`src/rtl/serialize_sched_pkg.sv`:
```
// Shared definitions for the serialize-chain scheduler: state encoding and
// a helper that sizes the channel-index field from the chain length.
package serialize_sched_pkg;

  localparam logic ST_IDLE = 1'b0;
  localparam logic ST_RUN  = 1'b1;

  typedef enum logic {
    StIdle = ST_IDLE,
    StRun  = ST_RUN
  } state_e;

  // Smallest chan_idx width able to hold indices 0..n-1.
  function automatic int unsigned min_chw(input int unsigned n);
    return (n <= 2) ? 1 : $clog2(n);
  endfunction

endpackage

```
`src/rtl/serialize_sched_if.sv`:
```
// Control and tail-stream bundle between the scheduler, the cell chain and
// the consumer. master = scheduler side, slave = environment side.
interface serialize_sched_if
  import serialize_sched_pkg::*;
#(
  parameter int unsigned cw  = 16,
  parameter int unsigned chw = 3
);

  logic           enable;
  logic [cw-1:0]  period;
  logic           samp;
  logic           tail_gate;
  logic           chan_valid;
  logic [chw-1:0] chan_idx;
  logic           frame_start;
  logic           frame_end;
  logic           in_flight;
  logic           overrun;
  logic           short_frame;
  logic           err_clr;

  modport master (
    input  enable, period, tail_gate, err_clr,
    output samp, chan_valid, chan_idx, frame_start, frame_end, in_flight, overrun,
           short_frame
  );

  modport slave (
    output enable, period, tail_gate, err_clr,
    input  samp, chan_valid, chan_idx, frame_start, frame_end, in_flight, overrun,
           short_frame
  );

endinterface

```
`src/rtl/serialize_frame_track.sv`:
```
// Tail-word tracker: labels words leaving the chain with channel index and
// frame boundaries, tracks the in-flight frame and latches error flags.
module serialize_frame_track
  import serialize_sched_pkg::*;
#(
  parameter int unsigned n_chan = 8,
  parameter int unsigned chw    = 3
) (
  input  logic           clk,
  input  logic           rst,
  input  logic           samp,
  input  logic           tail_gate,
  input  logic           err_clr,
  output logic           chan_valid,
  output logic [chw-1:0] chan_idx,
  output logic           frame_start,
  output logic           frame_end,
  output logic           in_flight,
  output logic           overrun,
  output logic           short_frame
);

  logic [chw-1:0] wcnt_q, wcnt_d;
  logic           armed_q;
  logic           tail_ok, last_word, fe_d, short_ev, overrun_ev;
  logic           in_flight_q, in_flight_d;
  logic           overrun_q, short_q;
  logic           chan_valid_q, frame_start_q, frame_end_q;
  logic [chw-1:0] chan_idx_q;

  always_comb begin
    // Words left in the chain across a reset are not ours until a new snap.
    tail_ok    = tail_gate & armed_q;
    last_word  = (wcnt_q == chw'(n_chan - 1));
    fe_d       = tail_ok & last_word;
    short_ev   = ~tail_ok & (wcnt_q != '0);
    overrun_ev = samp & in_flight_q & ~fe_d;

    wcnt_d = '0;
    if (!samp && tail_ok && !last_word) begin
      wcnt_d = wcnt_q + chw'(1);
    end

    // A truncated frame has drained as far as it ever will.
    in_flight_d = in_flight_q;
    if (samp) begin
      in_flight_d = 1'b1;
    end else if (fe_d || short_ev) begin
      in_flight_d = 1'b0;
    end
  end

  always_ff @(posedge clk) begin
    if (rst) begin
      wcnt_q        <= '0;
      armed_q       <= 1'b0;
      in_flight_q   <= 1'b0;
      overrun_q     <= 1'b0;
      short_q       <= 1'b0;
      chan_valid_q  <= 1'b0;
      chan_idx_q    <= '0;
      frame_start_q <= 1'b0;
      frame_end_q   <= 1'b0;
    end else begin
      wcnt_q        <= wcnt_d;
      armed_q       <= armed_q | samp;
      in_flight_q   <= in_flight_d;
      overrun_q     <= (overrun_q & ~err_clr) | overrun_ev;
      short_q       <= (short_q & ~err_clr) | short_ev;
      chan_valid_q  <= tail_ok;
      chan_idx_q    <= wcnt_q;
      frame_start_q <= tail_ok & (wcnt_q == '0);
      frame_end_q   <= fe_d;
    end
  end

  assign chan_valid  = chan_valid_q;
  assign chan_idx    = chan_idx_q;
  assign frame_start = frame_start_q;
  assign frame_end   = frame_end_q;
  assign in_flight   = in_flight_q;
  assign overrun     = overrun_q;
  assign short_frame = short_q;

endmodule

```
`src/rtl/serialize_sched.sv`:
```
// Snap-strobe generator and tail tracker for a chain of serialize cells.
// Define SERIALIZE_SCHED_CLAMP_EN to stretch short periods to n_chan cycles.
module serialize_sched
  import serialize_sched_pkg::*;
#(
  parameter int unsigned n_chan = 8,
  parameter int unsigned cw     = 16,
  parameter int unsigned chw    = 3
) (
  input logic                clk,
  input logic                rst,
  serialize_sched_if.master  bus
);

  if (chw < min_chw(n_chan)) begin : g_bad_chw
    $error("serialize_sched: chw too small for n_chan");
  end

  state_e        state_q;
  logic [cw-1:0] cnt_q;
  logic [cw-1:0] eff_q;
  logic [cw-1:0] eff_new;
  logic          samp_q;
  logic          run_due;

  always_comb begin
    eff_new = (bus.period < cw'(2)) ? cw'(1) : bus.period;
`ifdef SERIALIZE_SCHED_CLAMP_EN
    if (eff_new < cw'(n_chan)) begin
      eff_new = cw'(n_chan);
    end
`endif
    // In the cycle after a snap the counter has not been reloaded yet, so the
    // captured period decides whether another snap is due immediately.
    run_due = samp_q ? (eff_q == cw'(1)) : (cnt_q == '0);
  end

  always_ff @(posedge clk) begin
    if (rst) begin
      state_q <= StIdle;
      cnt_q   <= '0;
      eff_q   <= '0;
      samp_q  <= 1'b0;
    end else begin
      samp_q <= 1'b0;
      unique case (state_q)
        StIdle: begin
          cnt_q <= '0;
          if (bus.enable) begin
            state_q <= StRun;
            samp_q  <= 1'b1;
            eff_q   <= eff_new;
          end
        end
        StRun: begin
          if (!bus.enable) begin
            state_q <= StIdle;
            cnt_q   <= '0;
          end else if (run_due) begin
            samp_q <= 1'b1;
            eff_q  <= eff_new;
          end else if (samp_q) begin
            cnt_q <= eff_q - cw'(2);
          end else begin
            cnt_q <= cnt_q - cw'(1);
          end
        end
        default: state_q <= StIdle;
      endcase
    end
  end

  assign bus.samp = samp_q;

  serialize_frame_track #(
    .n_chan (n_chan),
    .chw    (chw)
  ) u_track (
    .clk         (clk),
    .rst         (rst),
    .samp        (samp_q),
    .tail_gate   (bus.tail_gate),
    .err_clr     (bus.err_clr),
    .chan_valid  (bus.chan_valid),
    .chan_idx    (bus.chan_idx),
    .frame_start (bus.frame_start),
    .frame_end   (bus.frame_end),
    .in_flight   (bus.in_flight),
    .overrun     (bus.overrun),
    .short_frame (bus.short_frame)
  );

endmodule

```
`src/flat_wrapper.sv`:
```
// flat-port wrapper written by rule: the top's interface ports become plain ports
module serialize_sched_flat import serialize_sched_pkg::*;
#(
  parameter int unsigned n_chan = 8,
  parameter int unsigned cw     = 16,
  parameter int unsigned chw    = 3
)
  (clk, rst, bus_enable, bus_period, bus_tail_gate, bus_err_clr, bus_samp, bus_chan_valid, bus_chan_idx, bus_frame_start, bus_frame_end, bus_in_flight, bus_overrun, bus_short_frame);
  serialize_sched_if #(.cw(cw), .chw(chw)) bus_i ();
  input logic clk;
  input logic rst;
  input wire logic [$bits(bus_i.enable)-1:0] bus_enable;
  input wire logic [$bits(bus_i.period)-1:0] bus_period;
  input wire logic [$bits(bus_i.tail_gate)-1:0] bus_tail_gate;
  input wire logic [$bits(bus_i.err_clr)-1:0] bus_err_clr;
  output wire logic [$bits(bus_i.samp)-1:0] bus_samp;
  output wire logic [$bits(bus_i.chan_valid)-1:0] bus_chan_valid;
  output wire logic [$bits(bus_i.chan_idx)-1:0] bus_chan_idx;
  output wire logic [$bits(bus_i.frame_start)-1:0] bus_frame_start;
  output wire logic [$bits(bus_i.frame_end)-1:0] bus_frame_end;
  output wire logic [$bits(bus_i.in_flight)-1:0] bus_in_flight;
  output wire logic [$bits(bus_i.overrun)-1:0] bus_overrun;
  output wire logic [$bits(bus_i.short_frame)-1:0] bus_short_frame;
  assign bus_i.enable = bus_enable;
  assign bus_i.period = bus_period;
  assign bus_i.tail_gate = bus_tail_gate;
  assign bus_i.err_clr = bus_err_clr;
  assign bus_samp = bus_i.samp;
  assign bus_chan_valid = bus_i.chan_valid;
  assign bus_chan_idx = bus_i.chan_idx;
  assign bus_frame_start = bus_i.frame_start;
  assign bus_frame_end = bus_i.frame_end;
  assign bus_in_flight = bus_i.in_flight;
  assign bus_overrun = bus_i.overrun;
  assign bus_short_frame = bus_i.short_frame;
  serialize_sched #(.n_chan(n_chan), .cw(cw), .chw(chw)) u_core (.clk(clk), .rst(rst), .bus(bus_i));
endmodule
```
`config.mk`:
```
export PLATFORM = sky130hd
export DESIGN_NAME = serialize_sched_flat
export DESIGN_NICKNAME = d
export VERILOG_FILES = /design/src/rtl/serialize_sched_pkg.sv /design/src/rtl/serialize_sched_if.sv /design/src/rtl/serialize_frame_track.sv /design/src/rtl/serialize_sched.sv /design/src/flat_wrapper.sv
export SDC_FILE = /design/constraint.sdc
export NUM_CORES = 1
export LEC_CHECK = 0
export BUFFER_PORTS_ARGS = -buffer_cell sky130_fd_sc_hd__buf_2
export CORE_ASPECT_RATIO = 1.5
export CORE_MARGIN = 2
export CORE_UTILIZATION = 48
export DETAILED_ROUTE_END_ITERATION = 8
export GPL_ROUTABILITY_DRIVEN = 0
export GPL_TIMING_DRIVEN = 0
export PLACE_DENSITY = 0.72
export SLEW_MARGIN = 20
export SYNTH_ARGS = -nofsm -noshare
export SYNTH_HDL_FRONTEND = slang
export SYNTH_SLANG_ARGS = --single-unit
```
`constraint.sdc`:
```
create_clock -name clk -period 2.3 [get_ports clk]
set_clock_uncertainty 0.15 [all_clocks]
set_input_delay 0.345 -clock clk [delete_from_list [all_inputs] [get_ports clk]]
set_output_delay 0.345 -clock clk [all_outputs]
set_load 0.01 [all_outputs]
```
# Word level (Yosys, flattened, before mapping)
# Index checks and enable logic that the tools add are counted.
[totals] ff_bits=47 inputBits=21 out_inout_bits=10 wordCells=66
[op_classes] add_sub_neg=3 order_cmp=1 eq_ne=6 muxes=16 n_bitwise=16 n_reduce_logical=11
[ops] cell="$mux 16" n=7
[ops] cell="$pmux 16 s2" n=2
[ops] cell="$eq 16x1->1 const B" n=1
[ops] cell="$logic_not 16->1" n=1
[ops] cell="$lt 16x2->1 const B" n=1
[ops] cell="$sub 16x1->16 const B" n=1
[ops] cell="$sub 16x2->16 const B" n=1
[ops] cell="$and 1x1->1" n=8
[ops] cell="$mux 1" n=6
[ops] cell="$ne 2x2->1 const B" n=3
[ops] cell="$not 1->1" n=5
[ops] cell="$add 3x1->3 const B" n=1
[ops] cell="$eq 3x3->1 const B" n=1
[ops] cell="$logic_not 3->1" n=1
[ops] cell="$ne 3x3->1 const B" n=1
[ops] cell="$or 1x1->1" n=3
[ops] cell="$reduce_and 3->1" n=1
[ops] cell="$reduce_bool 3->1" n=1
[ops] cell="$logic_and 1x1->1" n=2
[ops] cell="$logic_not 1->1" n=2
[ops] cell="$pmux 1 s2" n=1
[ops] cell="$reduce_bool 2->1" n=1
[ops] cell="$reduce_or 2->1" n=1
[ops] cell="$logic_or 1x1->1" n=1

# Logic depth before layout (Yosys ltp)
# Gate-level depths: netlist of the first run.
[logic_depth] depth_word=6 mapped_depth=8 mapped_depth_nobuf=7

# By module
# From an unflattened synthesis of the first run, not the netlist that was laid out.
[unflattened] hier_cells=308 area_unflattened_um2=2635.0
[by_module_without_submodules] mod="serialize_sched" n_inst=1 cells_each=264 area_per_inst_um2=2162.1 seq_area_each_um2=680.7
[by_module_without_submodules] mod="serialize_frame_track" n_inst=1 cells_each=44 area_per_inst_um2=473.0 seq_area_each_um2=260.2

# Worst setup path after synthesis of the first run
# OpenSTA, ideal clock, no wires.
[synth_path] path_kind="register -> register" from="register u_core.cnt_q[0]" to="register u_core.cnt_q[11]" setup_time_ns=0.132 arrival_ns=1.793 required_ns=2.018 setup_slack_ns=0.225 path_stages_with_launch=8 path_buffers=0 period_less_slack_ns=2.075 cell_sequence="dfxtp_1 inv_1 ha_1 or3b_2 nor3_2 a2111oi_0 a22oi_1 a21oi_1"
[synth_between] elab_chain_cells=5
[synth_rtl] element="start, declared" line_no="serialize_sched.sv:20" text="logic [cw-1:0] cnt_q;"
[synth_rtl] element="start signal, assigned" line_no="serialize_sched.sv:63" text="cnt_q <= eff_q - cw'(2);"
[synth_rtl] element="start signal, assigned" line_no="serialize_sched.sv:65" text="cnt_q <= cnt_q - cw'(1);"
[synth_rtl] element="$sub 16x1->16" line_no="serialize_sched.sv:65"
[synth_rtl] element="$mux 16" line_no="serialize_sched.sv:62" text="end else if (samp_q) begin"
[synth_rtl] element="$mux 16" line_no="serialize_sched.sv:59" text="end else if (run_due) begin"
[synth_rtl] element="$mux 16" line_no="serialize_sched.sv:56" text="if (!bus.enable) begin"
[synth_rtl] element="$pmux 16 s2" line_no="serialize_sched.sv:46" text="unique case (state_q)"
# Parallel ways exist; a longest one is shown, timed or not. The select of a mux whose other input is x is not followed.
# A chain may end at the register's enable or synchronous reset.

# Final worst setup path of the first run
[layout_path] from="register u_core.samp_q (netlist: u_core.bus.samp)" to="register u_core.cnt_q[6]"
[layout_between] elab_chain_cells=4
[layout_rtl] element="start, declared" line_no="serialize_sched.sv:23" text="logic samp_q;"
[layout_rtl] element="start signal, assigned" line_no="serialize_sched.sv:43" text="samp_q <= 1'b0;"
[layout_rtl] element="start signal, assigned" line_no="serialize_sched.sv:45" text="samp_q <= 1'b0;"
[layout_rtl] element="start signal, assigned" line_no="serialize_sched.sv:51" text="samp_q <= 1'b1;"
[layout_rtl] element="$mux 16" line_no="serialize_sched.sv:62"
[layout_rtl] element="$mux 16" line_no="serialize_sched.sv:59"
[layout_rtl] element="$mux 16" line_no="serialize_sched.sv:56"
[layout_rtl] element="$pmux 16 s2" line_no="serialize_sched.sv:46"
# Parallel ways exist; a longest one is shown, timed or not. The select of a mux whose other input is x is not followed.

==> results of run 1 <==
[registers in the layout, summed over array words and instances (netlist names)]
name                        cells
u_core.u_track.armed_q          1
u_core.u_track.wcnt_q           3
u_core.eff_q                   16
u_core.bus.samp                 1
u_core.u_track.chan_idx         3
u_core.u_track.in_flight        1
u_core.u_track.chan_valid       1
u_core.state_q                  1
u_core.cnt_q                   16
u_core.u_track.overrun          1
u_core.u_track.frame_end        1
u_core.u_track.frame_start      1
u_core.u_track.short_frame      1
[power groups by stage]
stage / clock [uW] / combinational [uW] / sequential, uW
3_3_place_gp: 0 / 479 / 907
2_1_floorplan: 0 / 373 / 901
6_report: 715 / 531 / 891
5_1_grt: 747 / 580 / 897
4_1_cts: 719 / 502 / 890
3_5_place_dp: 0 / 486 / 909
[final timing paths]
kind                                          startpoint                          to  cells past startpoint
worst max-delay path                     u_core.bus.samp             u_core.cnt_q[6]                      6
worst min-delay path                       bus_period[9]             u_core.eff_q[9]                      3
worst max register to register           u_core.bus.samp             u_core.cnt_q[6]                      6
worst min register to register  u_core.u_track.wcnt_q[1]  u_core.u_track.chan_idx[1]                      2
[cells in the final DEF, fill, tap and decap left out, types with 3 or more instances in the layout]
cell,netlist,layout
buf_2,3,31
nand2_1,12,11
nand3_1,23,23
inv_1,10,9
mux2i_1,3,3
nand2b_1,3,3
nor2_1,20,20
a21oi_1,35,34
o21ai_1,11,11
nor4_1,4,4
buf_6,3,4
nor3_1,12,11
nor4_4,3,3
o21ai_0,18,18
a22oi_1,12,12
dfxtp_1,47,47
and2_1,4,4
ha_1,5,4
xnor2_1,10,10
a21o_1,4,4
clkbuf_1,6,6
or4_1,3,3
clkbuf_8,0,5
buf_4,1,7
xor2_1,3,3
a31oi_1,5,5
[critical path: cells and delay by family (launching register included)]
| kind | cells | cell delay (ps) |
|---|---|---|
| buffers and inverters | 2 | 630 |
| AO/OA/AOI/OAI | 2 | 320 |
| flip-flops | 1 | 340 |
| AND/OR/NAND/NOR | 2 | 690 |
[layer usage]
layer,wire length [um],share of wire (%),up-vias
li1,-,-,1190
met1,2540,40,1135
met2,3370,53,91
met3,280,4.4,17
met4,185,2.9,0
met5,0,0,-
[metrics by stage]
stage	setup WS [ps]	instance area, um2	instances	TNS [ps]
after floorplan	225	2550	296	0
after global placement	-140	2780	392	-498
after detailed placement	-160	2780	392	-917
after CTS	15.1	2950	402	0
after global routing	6.86	3010	407	0
final	104	3010	407	0
[synth_stat cells, types with 6 or more instances]
library cell / instances
inv_1: 10
dfxtp_1: 47
o21ai_1: 11
a21oi_1: 35
clkbuf_1: 6
nand3_1: 23
nor2_1: 20
a22oi_1: 12
nand2_1: 12
xnor2_1: 10
o21ai_0: 18
nor3_1: 12
[logic make-up after synthesis]
group / synth area share, %
xor gates and xnor gates: 4.46
buffers and inverters: 4.85
DFF: 36.8
AOI/OAI and AO/OA: 24.9
adders and majority gates: 2.45
muxes: 1.18
and+or+nand+nor: 25.4
[timing repair]
action	CTS	global route
pin swaps	1	3
gates resized for setup	4	9
endpoints found under the setup margin	22	25
hold endpoints to repair	0	0
buffers inserted	2	5
[cell type report]
type	instances	area share, %
well taps	68	2.83
clock inverters	2	2.00
flip-flops and latches	47	31.3
plain buffers	14	2.78
clock buffers	6	2.41
multi-input cells	224	50.8
inverters	11	1.37
repair buffers	35	6.53
==> flow_metrics.py, run 1 <==
metrics = {
    "critical_path": {
        "path_class": "reg -> reg",
        "cpPeakStageDelay_ps": 420,
        "cp.required_ps": 2380,
        "path_max_fanout": 10,
        "cp-start-kind": "flip-flop",
        "reg2reg_slack_ps": 100,
        "cp.arrival_ps": 2280,
        "cp_cell_sequence": "buf_2 -> clkinv_1 -> nand4_4 -> o22ai_4 -> or4_1 -> a31oi_1",
        "critPathCaptureType": "flip-flop",
        "slowest_stage": "or4_1",
    },
    "clock_tree": {
        "cts_tree": "done",
        "insertion_delay_ps": 300,
        "cts_buffers": 5,
        "cts_htree_levels": 2,
        "cts.clk_slew.worst_paths_ps": 90,
        "numClockSinks": 47,
        "ctsHoldBuffers": 0,
        "cts-root-buf": "clkbuf_8",
        "cts_buffer_depth": 2,
    },
    "global_route": {
        "grt_pass1_wl_um": 10600,
        "grt_start_max_net_pins": 15,
        "use_met1_pct": 24.6,
        "first_global_vias": 2357,
        "grt_use_met3_pct": 3.13,
        "antenna_found_initial": 0,
        "grt_busiest_layer": "met2",
        "use_met2_pct": 41.1,
        "grt_remaining_overflow": 0,
        "track_usage_pct": 22.4,
    },
    "logic_synthesis": {
        "synth-main-ff-cell": "dfxtp_1",
        "synth_edf_count": 0,
        "syn_inst": 296,
        "syn_avg_cell_area_um2": 8.63,
        "yosysUniqueCellTypes": 53,
        "ys_ff_latch": 47,
        "yosys_warnings": 0,
        "synth_nets": 322,
        "async_reset_ff_share_pct": 0,
        "yosysTopAreaCellShare_pct": 36.8,
        "syn_area_um2": 2550,
        "yosysTopAreaCell": "dfxtp_1",
        "synth_area_leaders": "dfxtp_1 (37%), a21oi_1 (6.9%), nand3_1 (4.5%)",
        "yosysSeqAreaShare_pct": 36.8,
    },
    "drt": {
        "vias": 2433,
        "antenna_left": 0,
        "wire_per_inst_um": 15.7,
        "wl_um": 6370,
        "drt_iter0_drc": 91,
        "via_per_inst": 5.98,
        "first_pass_iters": 4,
        "drcViolationCount": 0,
    },
    "timing": {
        "setup_violations": 0,
        "drv_slew": 0,
        "holdWs_ps": 147,
        "fmax_mhz": 455,
        "slew_headroom_pct": 55.7,
        "finalCriticalPeriod_ps": 2200,
        "rsz0062_at_grt": "false",
        "worst_pin_slew_ps": 659,
        "fin_crit_sh_pct": 95.5,
        "hold_violations": 0,
    },
    "layout": {
        "insertedDiodeCount": 0,
        "final-seq-area_um2": 941,
        "fillerInstances": 513,
        "area_growth_syn_to_layout_pct": 17.8,
        "layout-drive-gt1-share_pct": 20.6,
        "num-nets-final": 364,
        "multi_input_area_um2": 1530,
        "final_core_util_pct": 58.7,
    },
    "floorplanning": {
        "fp.dieW_um": 63.6,
        "initial_core_util_pct": 49.9,
        "die_y_um": 93.4,
        "rows": 32,
        "die_area_um2": 5930,
        "ios": 31,
        "core_area_um2": 5120,
    },
    "power_and_ir_drop": {
        "finalPower_uw": 2140,
        "switching_power_uw": 624,
        "switching_share_pct": 29.2,
        "clkPwrFrac_pct": 33.4,
        "p_per_area_nw_per_um2": 710,
        "seq_power_share_pct": 41.7,
        "combPwrFrac_pct": 24.9,
        "leakagePower_uw": 0.00116,
        "internal_power_uw": 1510,
        "ir_drop_mv": 0.527,
    },
    "status": {
        "status": "completed",
    },
    "placed_design": {
        "dpl.hpwl_um": 4780,
        "port_buffers": 28,
    },
    "min_path": {
        "hp-class": "in -> reg",
    },
    "job": {
        "max-cap-violations": 0,
    },
}
(Power assumes the default switching activity.)
==> run 2, diff against run 1 <==
- SETUP_SLACK_MARGIN: unset -> 0.2
==> run 2 against run 1 <==
  * Die area is the same
  * Combinational power is 19% higher
  * Sequential power is 0.6% higher
  * Hold slack got worse by 5.7 ps
  * Via count increased by 3.1%
  * Largest power group unchanged
==> flow_metrics.py, run 2 (synthesis gave the netlist of run 1 again) <==
metrics = {
    "layout": {
        "insertedDiodeCount": 0,
        "final_cells": 428,
        "mostFrequentLayoutCells": "dfxtp_1 (41), a21oi_1 (33), buf_2 (31)",
        "final_common_cell": "dfxtp_1",
        "num-nets-final": 385,
        "final_core_util_pct": 63.7,
        "layout-drive-gt1-share_pct": 30.0,
        "area_growth_syn_to_layout_pct": 27.9,
        "reg_top3": "u_core.cnt_q: 16 flops, u_core.eff_q: 16 flops",
    },
    "drt": {
        "drt_iter0_drc": 177,
        "wire_per_inst_um": 16.2,
        "vias": 2509,
        "wl_um": 6930,
        "first_pass_iters": 5,
        "via_per_inst": 5.86,
        "drcViolationCount": 0,
        "antenna_left": 0,
    },
    "critical_path": {
        "slowest_stage": "or4b_1",
        "cp.required_ps": 2370,
        "reg2reg_slack_ps": 200,
        "path_class": "reg -> reg",
        "path_max_fanout": 5,
        "r2r_start": "u_core.cnt_q[0]",
        "cp.arrival_ps": 2170,
        "rr_endpoint": "u_core.cnt_q[12]",
        "critPathCaptureType": "flip-flop",
        "cp_cell_sequence": "inv_4 -> ha_4 -> nor4b_4 -> nand3_1 -> or4b_1 -> a31oi_1",
        "critPathTopFamily": "simple AND/OR/NAND/NOR gates",
        "reg2reg_depth": 6,
        "cpPeakStageDelay_ps": 530,
        "worstSetupStartpoint": "u_core.cnt_q[0]",
        "crit_buf_inv": 1,
        "cp-start-kind": "flip-flop",
        "path_depth": 6,
        "endpoint": "u_core.cnt_q[12]",
    },
    "floorplanning": {
        "ios": 31,
        "core_area_um2": 5120,
        "die_y_um": 93.4,
        "fp.dieW_um": 63.6,
        "die_area_um2": 5930,
        "initial_core_util_pct": 49.9,
        "rows": 32,
    },
    "power_and_ir_drop": {
        "switching_share_pct": 29.4,
        "leakagePower_uw": 0.00129,
        "combPwrFrac_pct": 28.2,
        "seq_power_share_pct": 39.9,
        "p_per_area_nw_per_um2": 687,
        "internal_power_uw": 1580,
        "switching_power_uw": 661,
        "ir_drop_mv": 0.525,
        "clkPwrFrac_pct": 31.9,
    },
    "global_route": {
        "antenna_found_initial": 0,
        "grt_remaining_overflow": 0,
        "track_usage_pct": 23.3,
        "first_global_vias": 2433,
        "grt_start_max_net_pins": 15,
        "grt_pass1_wl_um": 11000,
    },
    "timing": {
        "holdWs_ps": 142,
        "worst_pin_slew_ps": 671,
        "setup_violations": 0,
        "hold_violations": 0,
        "fin_crit_sh_pct": 91.3,
        "slew_headroom_pct": 54.9,
        "fmax_mhz": 476,
        "drv_slew": 0,
        "finalCriticalPeriod_ps": 2100,
        "rsz0062_at_grt": "true",
    },
    "clock_tree": {
        "ctsHoldBuffers": 0,
        "cts_tree": "done",
        "cts_buffer_depth": 2,
        "cts_htree_levels": 2,
        "cts-root-buf": "clkbuf_8",
        "insertion_delay_ps": 300,
        "cts.clk_slew.worst_paths_ps": 90,
        "numClockSinks": 47,
        "cts_buffers": 5,
    },
    "placed_design": {
        "dp.cells": 392,
        "port_buffers": 28,
        "dpl.hpwl_um": 4780,
    },
    "status": {
        "status": "completed",
    },
    "min_path": {
        "hp-class": "in -> reg",
        "hold_start": "bus_period[9]",
    },
    "job": {
        "max-cap-violations": 0,
    },
}
==> run 2: cell types whose count changed in the layout (fill, tap and decap cells not counted), sizes merged <==
| cell | before | now |
|---|---|---|
| buf | 43 | 65 |
| clkbuf | 12 | 11 |
| clkinv | 1 | 0 |
| clkinvlp | 0 | 1 |
==> run 2: cell type report <==
type,count,area (um2)
clock inverter,2,60.1
clock buffer,6,72.6
timing repair buffer,56,359
fill,468,1860
inverter,11,47.5
tap,68,85.1
sequential,47,951
multi-input combinational,224,1600
buffer,14,92.6
==> run 2: worst reg2reg max path, cell delays in order, from the launching register on <==
cell and delay, ps:
dfxtp_2 360, inv_4 80, ha_4 140, nor4b_4 310, nand3_1 240, or4b_1 530
a31oi_1 200
==> run 2: timing repair <==
item,4_1_cts,5_1_grt
cloned,1,1
endpoints found under the setup margin,33,28
setup buffers,9,17
pin swaps,6,10
gates resized for setup,15,31
==> run 2: worst min-delay path by stage <==
stage | slack, ps | endpoint | cells after the start
2_1_floorplan | 290 | u_core.u_track.chan_idx[1] | 2
3_3_place_gp | 300 | u_core.u_track.chan_idx[1] | 2
3_5_place_dp | 310 | u_core.u_track.chan_idx[1] | 2
4_1_cts | 150 | u_core.eff_q[7] | 3
5_1_grt | 170 | u_core.eff_q[2] | 3
6_report | 140 | u_core.eff_q[9] | 3
==> run 2: through the flow <==
step / setup slack [ps] / instance area, um2 / power [uW] / TNS [ps]
after global routing: 120 / 3270 / 2340 / 0
after detailed placement: -160 / 2780 / 1400 / -917
after CTS: 188 / 3040 / 2160 / 0
after global placement: -140 / 2780 / 1390 / -498
after floorplan: 225 / 2550 / 1270 / 0
final: 201 / 3270 / 2250 / 0
==> run 2: power by group through the flow <==
stage | combinational [uW] | clock, uW | sequential (uW)
6_report | 634 | 716 | 896
5_1_grt | 689 | 747 | 901
4_1_cts | 548 | 719 | 891
3_5_place_dp | 486 | 0 | 909
3_3_place_gp | 479 | 0 | 907
2_1_floorplan | 373 | 0 | 901
==> run 2: routing by layer <==
metal	up-vias	wire, um	track usage, %
met1	1188	2730	25.2
met4	0	208	12.3
met2	68	3720	42.8
met5	-	0	0
met3	16	272	3.61
li1	1237	-	-
